[config.mk]
export PLATFORM = sky130hd
export DESIGN_NAME = param_alu_cpu
export DESIGN_NICKNAME = d
export VERILOG_FILES = /design/src/rtl/param_alu_cpu.sv
export SDC_FILE = /design/constraint.sdc
export NUM_CORES = 1
export LEC_CHECK = 0
export BUFFER_PORTS_ARGS = -buffer_cell sky130_fd_sc_hd__buf_2
export CORE_ASPECT_RATIO = 1.2
export CORE_MARGIN = 2
export CORE_UTILIZATION = 62
export CTS_CLUSTER_DIAMETER = 60
export DETAILED_ROUTE_END_ITERATION = 10
export PLACE_DENSITY = 0.87
export SYNTH_ARGS = -nofsm -noshare
export SYNTH_HDL_FRONTEND = slang
export SYNTH_SLANG_ARGS = --single-unit
[constraint.sdc]
create_clock -name clk -period 3.7 [get_ports clk]
set_clock_uncertainty 0.2 [all_clocks]
set_input_delay 0.74 -clock clk [delete_from_list [all_inputs] [get_ports clk]]
set_output_delay 0.74 -clock clk [all_outputs]
set_load 0.005 [all_outputs]
[src/rtl/param_alu_cpu.sv]
// Programmable ALU sequencer: fetches {opcode, A, B} words from a loadable memory
// and presents each result under a result_ready/next_out handshake. Optional MUL: PARAM_ALU_CPU_MUL_EN.
module param_alu_cpu #(
  parameter int WIDTH = 8,
  parameter int DEPTH = 16
) (
  input  logic                       clk,
  input  logic                       rst,
  input  logic                       prog_we,
  input  logic [$clog2(DEPTH)-1:0]   prog_addr,
  input  logic [4+2*WIDTH-1:0]       prog_data,
  input  logic                       start,
  input  logic                       next_out,
  output logic [3:0]                 opcode,
  output logic [WIDTH-1:0]           operand_A_out,
  output logic [WIDTH-1:0]           operand_B_out,
  output logic [WIDTH-1:0]           result_out_cpu,
  output logic                       carry_out_cpu,
  output logic                       borrow_out_cpu,
  output logic                       result_ready,
  output logic [$clog2(DEPTH)-1:0]   pc_out,
  output logic                       halted
);
  localparam int PC_W = $clog2(DEPTH);
  localparam int IW   = 4 + 2 * WIDTH;

  typedef enum logic [2:0] {IDLE, FETCH, EXEC, HOLD, HALTED} state_t;

  state_t             state_q, state_d;
  logic [PC_W-1:0]    pc_q, pc_d;
  logic [3:0]         opcode_q, opcode_d;
  logic [WIDTH-1:0]   a_q, a_d, b_q, b_d, result_q, result_d;
  logic               carry_q, carry_d, borrow_q, borrow_d;
  logic               ready_q, ready_d, halted_q, halted_d;

  logic [IW-1:0]      mem [DEPTH];
  logic [IW-1:0]      ir_q;
  logic               mem_we;

  // Loading is only allowed while the sequencer is parked.
  assign mem_we = prog_we && (state_q == IDLE || state_q == HALTED);

  always_ff @(posedge clk) begin
    if (mem_we) mem[prog_addr] <= prog_data;
    if (state_q == FETCH) ir_q <= mem[pc_q];
  end

  logic [3:0]       ir_op;
  logic [WIDTH-1:0] ir_a, ir_b;
  assign ir_op = ir_q[IW-1 -: 4];
  assign ir_a  = ir_q[2*WIDTH-1 -: WIDTH];
  assign ir_b  = ir_q[WIDTH-1:0];

  logic [WIDTH-1:0] alu_res;
  logic             alu_c, alu_bw;
  logic [WIDTH:0]   sum_w;
`ifdef PARAM_ALU_CPU_MUL_EN
  logic [2*WIDTH-1:0] prod;
`endif

  always_comb begin
    alu_res = '0;
    alu_c   = 1'b0;
    alu_bw  = 1'b0;
    sum_w   = '0;
`ifdef PARAM_ALU_CPU_MUL_EN
    prod    = '0;
`endif
    case (ir_op)
      4'h0: begin
        sum_w   = {1'b0, ir_a} + {1'b0, ir_b};
        alu_res = sum_w[WIDTH-1:0];
        alu_c   = sum_w[WIDTH];
      end
      4'h1: begin
        alu_res = ir_a - ir_b;
        alu_bw  = (ir_a < ir_b);
      end
      4'h2: alu_res = ir_a & ir_b;
      4'h3: alu_res = ir_a | ir_b;
      4'h4: alu_res = ir_a ^ ir_b;
      4'h5: alu_res = ~ir_a;
      4'h6: begin
        alu_res = {ir_a[WIDTH-2:0], 1'b0};
        alu_c   = ir_a[WIDTH-1];
      end
      4'h7: begin
        alu_res = {1'b0, ir_a[WIDTH-1:1]};
        alu_c   = ir_a[0];
      end
      4'h8: begin
        sum_w   = {1'b0, ir_a} + (WIDTH+1)'(1);
        alu_res = sum_w[WIDTH-1:0];
        alu_c   = sum_w[WIDTH];
      end
      4'h9: begin
        alu_res = ir_a - WIDTH'(1);
        alu_bw  = (ir_a == '0);
      end
`ifdef PARAM_ALU_CPU_MUL_EN
      4'hA: begin
        prod    = {{WIDTH{1'b0}}, ir_a} * {{WIDTH{1'b0}}, ir_b};
        alu_res = prod[WIDTH-1:0];
        alu_c   = |prod[2*WIDTH-1:WIDTH];
      end
`endif
      default: ;
    endcase
  end

  always_comb begin
    state_d  = state_q;
    pc_d     = pc_q;
    opcode_d = opcode_q;
    a_d      = a_q;
    b_d      = b_q;
    result_d = result_q;
    carry_d  = carry_q;
    borrow_d = borrow_q;
    ready_d  = ready_q;
    halted_d = halted_q;
    case (state_q)
      IDLE, HALTED: begin
        if (start) begin
          state_d  = FETCH;
          pc_d     = '0;
          halted_d = 1'b0;
        end
      end
      FETCH: state_d = EXEC;
      EXEC: begin
        // HALT leaves the previous result registers and pc untouched.
        if (ir_op == 4'hF) begin
          state_d  = HALTED;
          halted_d = 1'b1;
        end else begin
          state_d  = HOLD;
          opcode_d = ir_op;
          a_d      = ir_a;
          b_d      = ir_b;
          result_d = alu_res;
          carry_d  = alu_c;
          borrow_d = alu_bw;
          ready_d  = 1'b1;
        end
      end
      HOLD: begin
        if (next_out) begin
          ready_d = 1'b0;
          pc_d    = pc_q + PC_W'(1);
          state_d = FETCH;
        end
      end
      default: state_d = IDLE;
    endcase
  end

  always_ff @(posedge clk or posedge rst) begin
    if (rst) begin
      state_q  <= IDLE;
      pc_q     <= '0;
      opcode_q <= '0;
      a_q      <= '0;
      b_q      <= '0;
      result_q <= '0;
      carry_q  <= 1'b0;
      borrow_q <= 1'b0;
      ready_q  <= 1'b0;
      halted_q <= 1'b0;
    end else begin
      state_q  <= state_d;
      pc_q     <= pc_d;
      opcode_q <= opcode_d;
      a_q      <= a_d;
      b_q      <= b_d;
      result_q <= result_d;
      carry_q  <= carry_d;
      borrow_q <= borrow_d;
      ready_q  <= ready_d;
      halted_q <= halted_d;
    end
  end

  assign opcode         = opcode_q;
  assign operand_A_out  = a_q;
  assign operand_B_out  = b_q;
  assign result_out_cpu = result_q;
  assign carry_out_cpu  = carry_q;
  assign borrow_out_cpu = borrow_q;
  assign result_ready   = ready_q;
  assign pc_out         = pc_q;
  assign halted         = halted_q;

endmodule

==> flow_metrics.py <==
metrics = {
    "outcome": {
        "status": "finished, final reports clean",
    },
    "logic_synthesis": {
        "synth-edff-count": 340,
        "syn_avg_cell_area_um2": 17.8,
        "synth_nets": 964,
        "synth_cell_type_count": 68,
        "synth_seq_area_share_pct": 69.6,
        "synth-async-reset-ratio_pct": 10.3,
        "synth-main-ff-cell": "edfxtp_1",
        "synth_area_mm2": 0.0161,
        "synth-seq-cells": 379,
        "synth_cells": 903,
        "yosysWarningCount": 0,
    },
    "timing": {
        "fin_ws_ps": 713,
        "fmax_mhz": 335,
        "max-slew-margin-rel_pct": 39.0,
        "period_minus_slack_ps": 2990,
        "hold_violations": 0,
        "slew_viol_final": 0,
        "finalSetupViolations": 0,
        "tightest_slew_ps": 915,
        "rsz0062_at_grt": "false",
        "finalSetupTns_ps": 0,
        "post-route-period-util_pct": 80.7,
    },
    "die": {
        "ios": 65,
        "start_util_pct": 63.1,
        "rows": 64,
        "die_h_um": 180,
        "die_area_mm2": 0.0272,
        "die_w_um": 151,
        "core_mm2": 0.0255,
    },
    "cts": {
        "clkSinkCount": 379,
        "cts_buffer_depth": 3,
        "ctsHoldBuffers": 0,
        "cts_tree": "yes",
        "path_clk_slew_ps": 70,
        "postCtsSetupBuffers": 0,
        "cts_inserted_buffers": 36,
        "clock_latency_ps": 520,
        "htreeDepth": 2,
        "root_buffer": "clkbuf_16",
        "cts_resized": 0,
    },
    "power": {
        "p_per_area_mw_per_mm2": 776,
        "p_sw_w": 0.00473,
        "p_leak_nw": 6.21,
        "irDropWorstVdd_uv": 599,
        "swShare_pct": 33.4,
        "p_clk_share_pct": 27.5,
        "comb_power_share_pct": 33.3,
        "pwr-share-seq_pct": 39.3,
        "intPower_w": 0.00941,
    },
    "layout": {
        "nFillCells": 1481,
        "fin_cells": 1357,
        "final_core_util_pct": 71.5,
        "drive_gt1_share_pct": 28.8,
        "final_nets": 1060,
        "syn_to_final_growth_pct": 13.3,
        "fin_area_mm2": 0.0182,
    },
    "routing": {
        "drtPass1Iterations": 5,
        "drt_wl_total_um": 43900,
        "antenna_left": 0,
        "dr_total_vias": 9353,
        "drc_errors": 0,
        "routedWlPerCell_um": 32.3,
        "first_iter_violations": 1081,
        "vias_per_cell": 6.89,
    },
    "setup_path": {
        "crit_buf_inv": 1,
        "worstSetupPathType": "flip-flop to flip-flop",
        "worst_setup_path_end_kind": "flip-flop",
        "cp_slowest_cell": "edfxtp_1",
        "crit_arrival_ps": 3190,
        "start_kind": "flip-flop",
        "cp.required_ps": 3900,
        "cp_top_family": "compound AO/OA/AOI/OAI gates",
        "cp_max_fo": 12,
        "cpPeakStageDelay_ps": 660,
        "cp_cell_sequence": "inv_1, ha_1, or2_2, a221oi_2, nor4_1, a31oi_1, nor2_1, o41a_1",
    },
    "global_routing": {
        "grt_overflow": 0,
        "grt_pass1_vias": 9490,
        "grt.total_usage_pct": 33.7,
        "grt_first_pass_wirelength_um": 65100,
        "antenna_found_initial": 3,
        "grt_max_degree": 38,
    },
    "placement": {
        "dpl.hpwl_um": 25700,
        "place_area_mm2": 0.0170,
        "dpl.cell_count": 1291,
        "io_buffers": 64,
        "post-place-ws_ps": 800,
        "gp_congestion": 0.967,
    },
    "worst_hold_path": {
        "hp-class": "primary input to asynchronous set/reset pin",
    },
    "flow_run": {
        "maxCapViolations": 0,
    },
}
cell usage after synthesis, drive strengths merged, types with 4 or more instances:
library cell | number | area share [%]
xnor2 | 6 | 0.33
a32oi | 4 | 0.22
mux4 | 102 | 14
nand2 | 53 | 1.2
a221oi | 8 | 0.47
dfrtp | 39 | 6.1
inv | 28 | 0.65
a21o | 6 | 0.28
o22ai | 7 | 0.27
o21ai | 44 | 1.4
nand4 | 7 | 0.27
nand2b | 9 | 0.35
nor2b | 6 | 0.28
a21oi | 25 | 0.80
nor4 | 6 | 0.33
nand3 | 8 | 0.25
and2 | 5 | 0.19
a31oi | 5 | 0.19
nor2 | 43 | 1.0
ha | 30 | 2.3
o221ai | 4 | 0.22
nor3 | 11 | 0.34
a211oi | 6 | 0.28
mux2i | 6 | 0.37
clkbuf | 18 | 0.42
buf | 26 | 0.86
a22o | 5 | 0.27
edfxtp | 340 | 64
per-layer routing:
metal / vias up / global-route usage [%] / routed length, µm
met4: 2 / 15.4 / 2500
li1: 3841 / - / -
met2: 685 / 58.0 / 23300
met1: 4686 / 42.4 / 14400
met5: - / 0 / 13
met3: 139 / 4.84 / 3650
cell usage in the layout, fill, tap and decap left out, types with 4 or more instances in the layout:
master	count
a221oi_1	7
nor3_1	7
bufinv_16	6
o21ai_1	7
buf_2	64
xnor2_1	6
a21o_1	6
a21oi_1	24
nand2_1	53
nor2b_1	5
nand3_1	8
nor2_1	30
clkbuf_16	36
buf_4	35
clkinv_2	8
ha_1	30
a22o_1	5
dfrtp_1	36
nor3_2	4
mux2i_1	6
edfxtp_1	340
a211oi_1	6
and2_1	5
a31oi_1	5
nand2b_1	9
o221ai_1	4
nand4_1	7
mux4_2	102
nor2_2	13
nor4_1	5
o22ai_1	7
clkinv_1	5
a32oi_1	4
inv_1	26
o21ai_0	37
area by class of cell:
type                    instances  area, µm²  area share (%)
diodes                          2       5.00          0.0275
inverters                      29        109           0.598
clock inverters                25        307            1.68
clock buffers                  39        912            5.01
well taps                     330        413            2.27
flip-flops and latches        379      11200            61.5
multi-input cells             451       4630            25.4
repair buffers                102        643            3.53
sequential cells by signal (all words and copies together) (netlist names), 3 cells and up:
signal and cells:
operand_B_out 8, operand_A_out 8, opcode 4, pc_out 4
mem 320, result_out_cpu 8, ir_q 20, state_q 3
path summary, 6_finish.rpt:
kind	cells past startpoint	slack (ps)	to	startpoint
min reg2reg	2	270	operand_A_out[4]	operand_A_out[4]
max in group asynchronous	3	2400	result_out_cpu[7]	rst
max	8	710	result_out_cpu[5]	ir_q[9]
min in group clk	2	270	state_q[1]	next_out
max reg2reg	8	710	result_out_cpu[5]	ir_q[9]
min	2	140	opcode[3]	rst
power by group through the flow:
stage          sequential (W)  combinational (W)  clock (W)
2_1_floorplan         0.00537            0.00329          0
5_1_grt               0.00561            0.00503    0.00406
3_5_place_dp          0.00563            0.00454          0
3_3_place_gp          0.00560            0.00448          0
4_1_cts               0.00555            0.00466    0.00391
6_report              0.00555            0.00470    0.00388
per-stage QoR:
step	total power (W)	hold slack, ps
finish	0.0141	142
global route	0.0147	202
CTS	0.0141	150
detailed placement	0.0102	257
global placement	0.0101	256
floorplan	0.00866	233
logic make-up (layout without fill, tap and decap cells):
kind of cell	after synthesis	in the layout	synth area share (%)
and+or+nand+nor	165	165	5.06
xor gates and xnor gates	9	9	0.490
AOI/OAI and AO/OA	136	136	5.61
adders and majority gates	32	32	2.58
muxes	109	109	14.7
buffers and inverters	73	195	1.95
DFF	379	379	69.6
other	0	2	0
No activity file was read; power rests on OpenSTA's default activity.
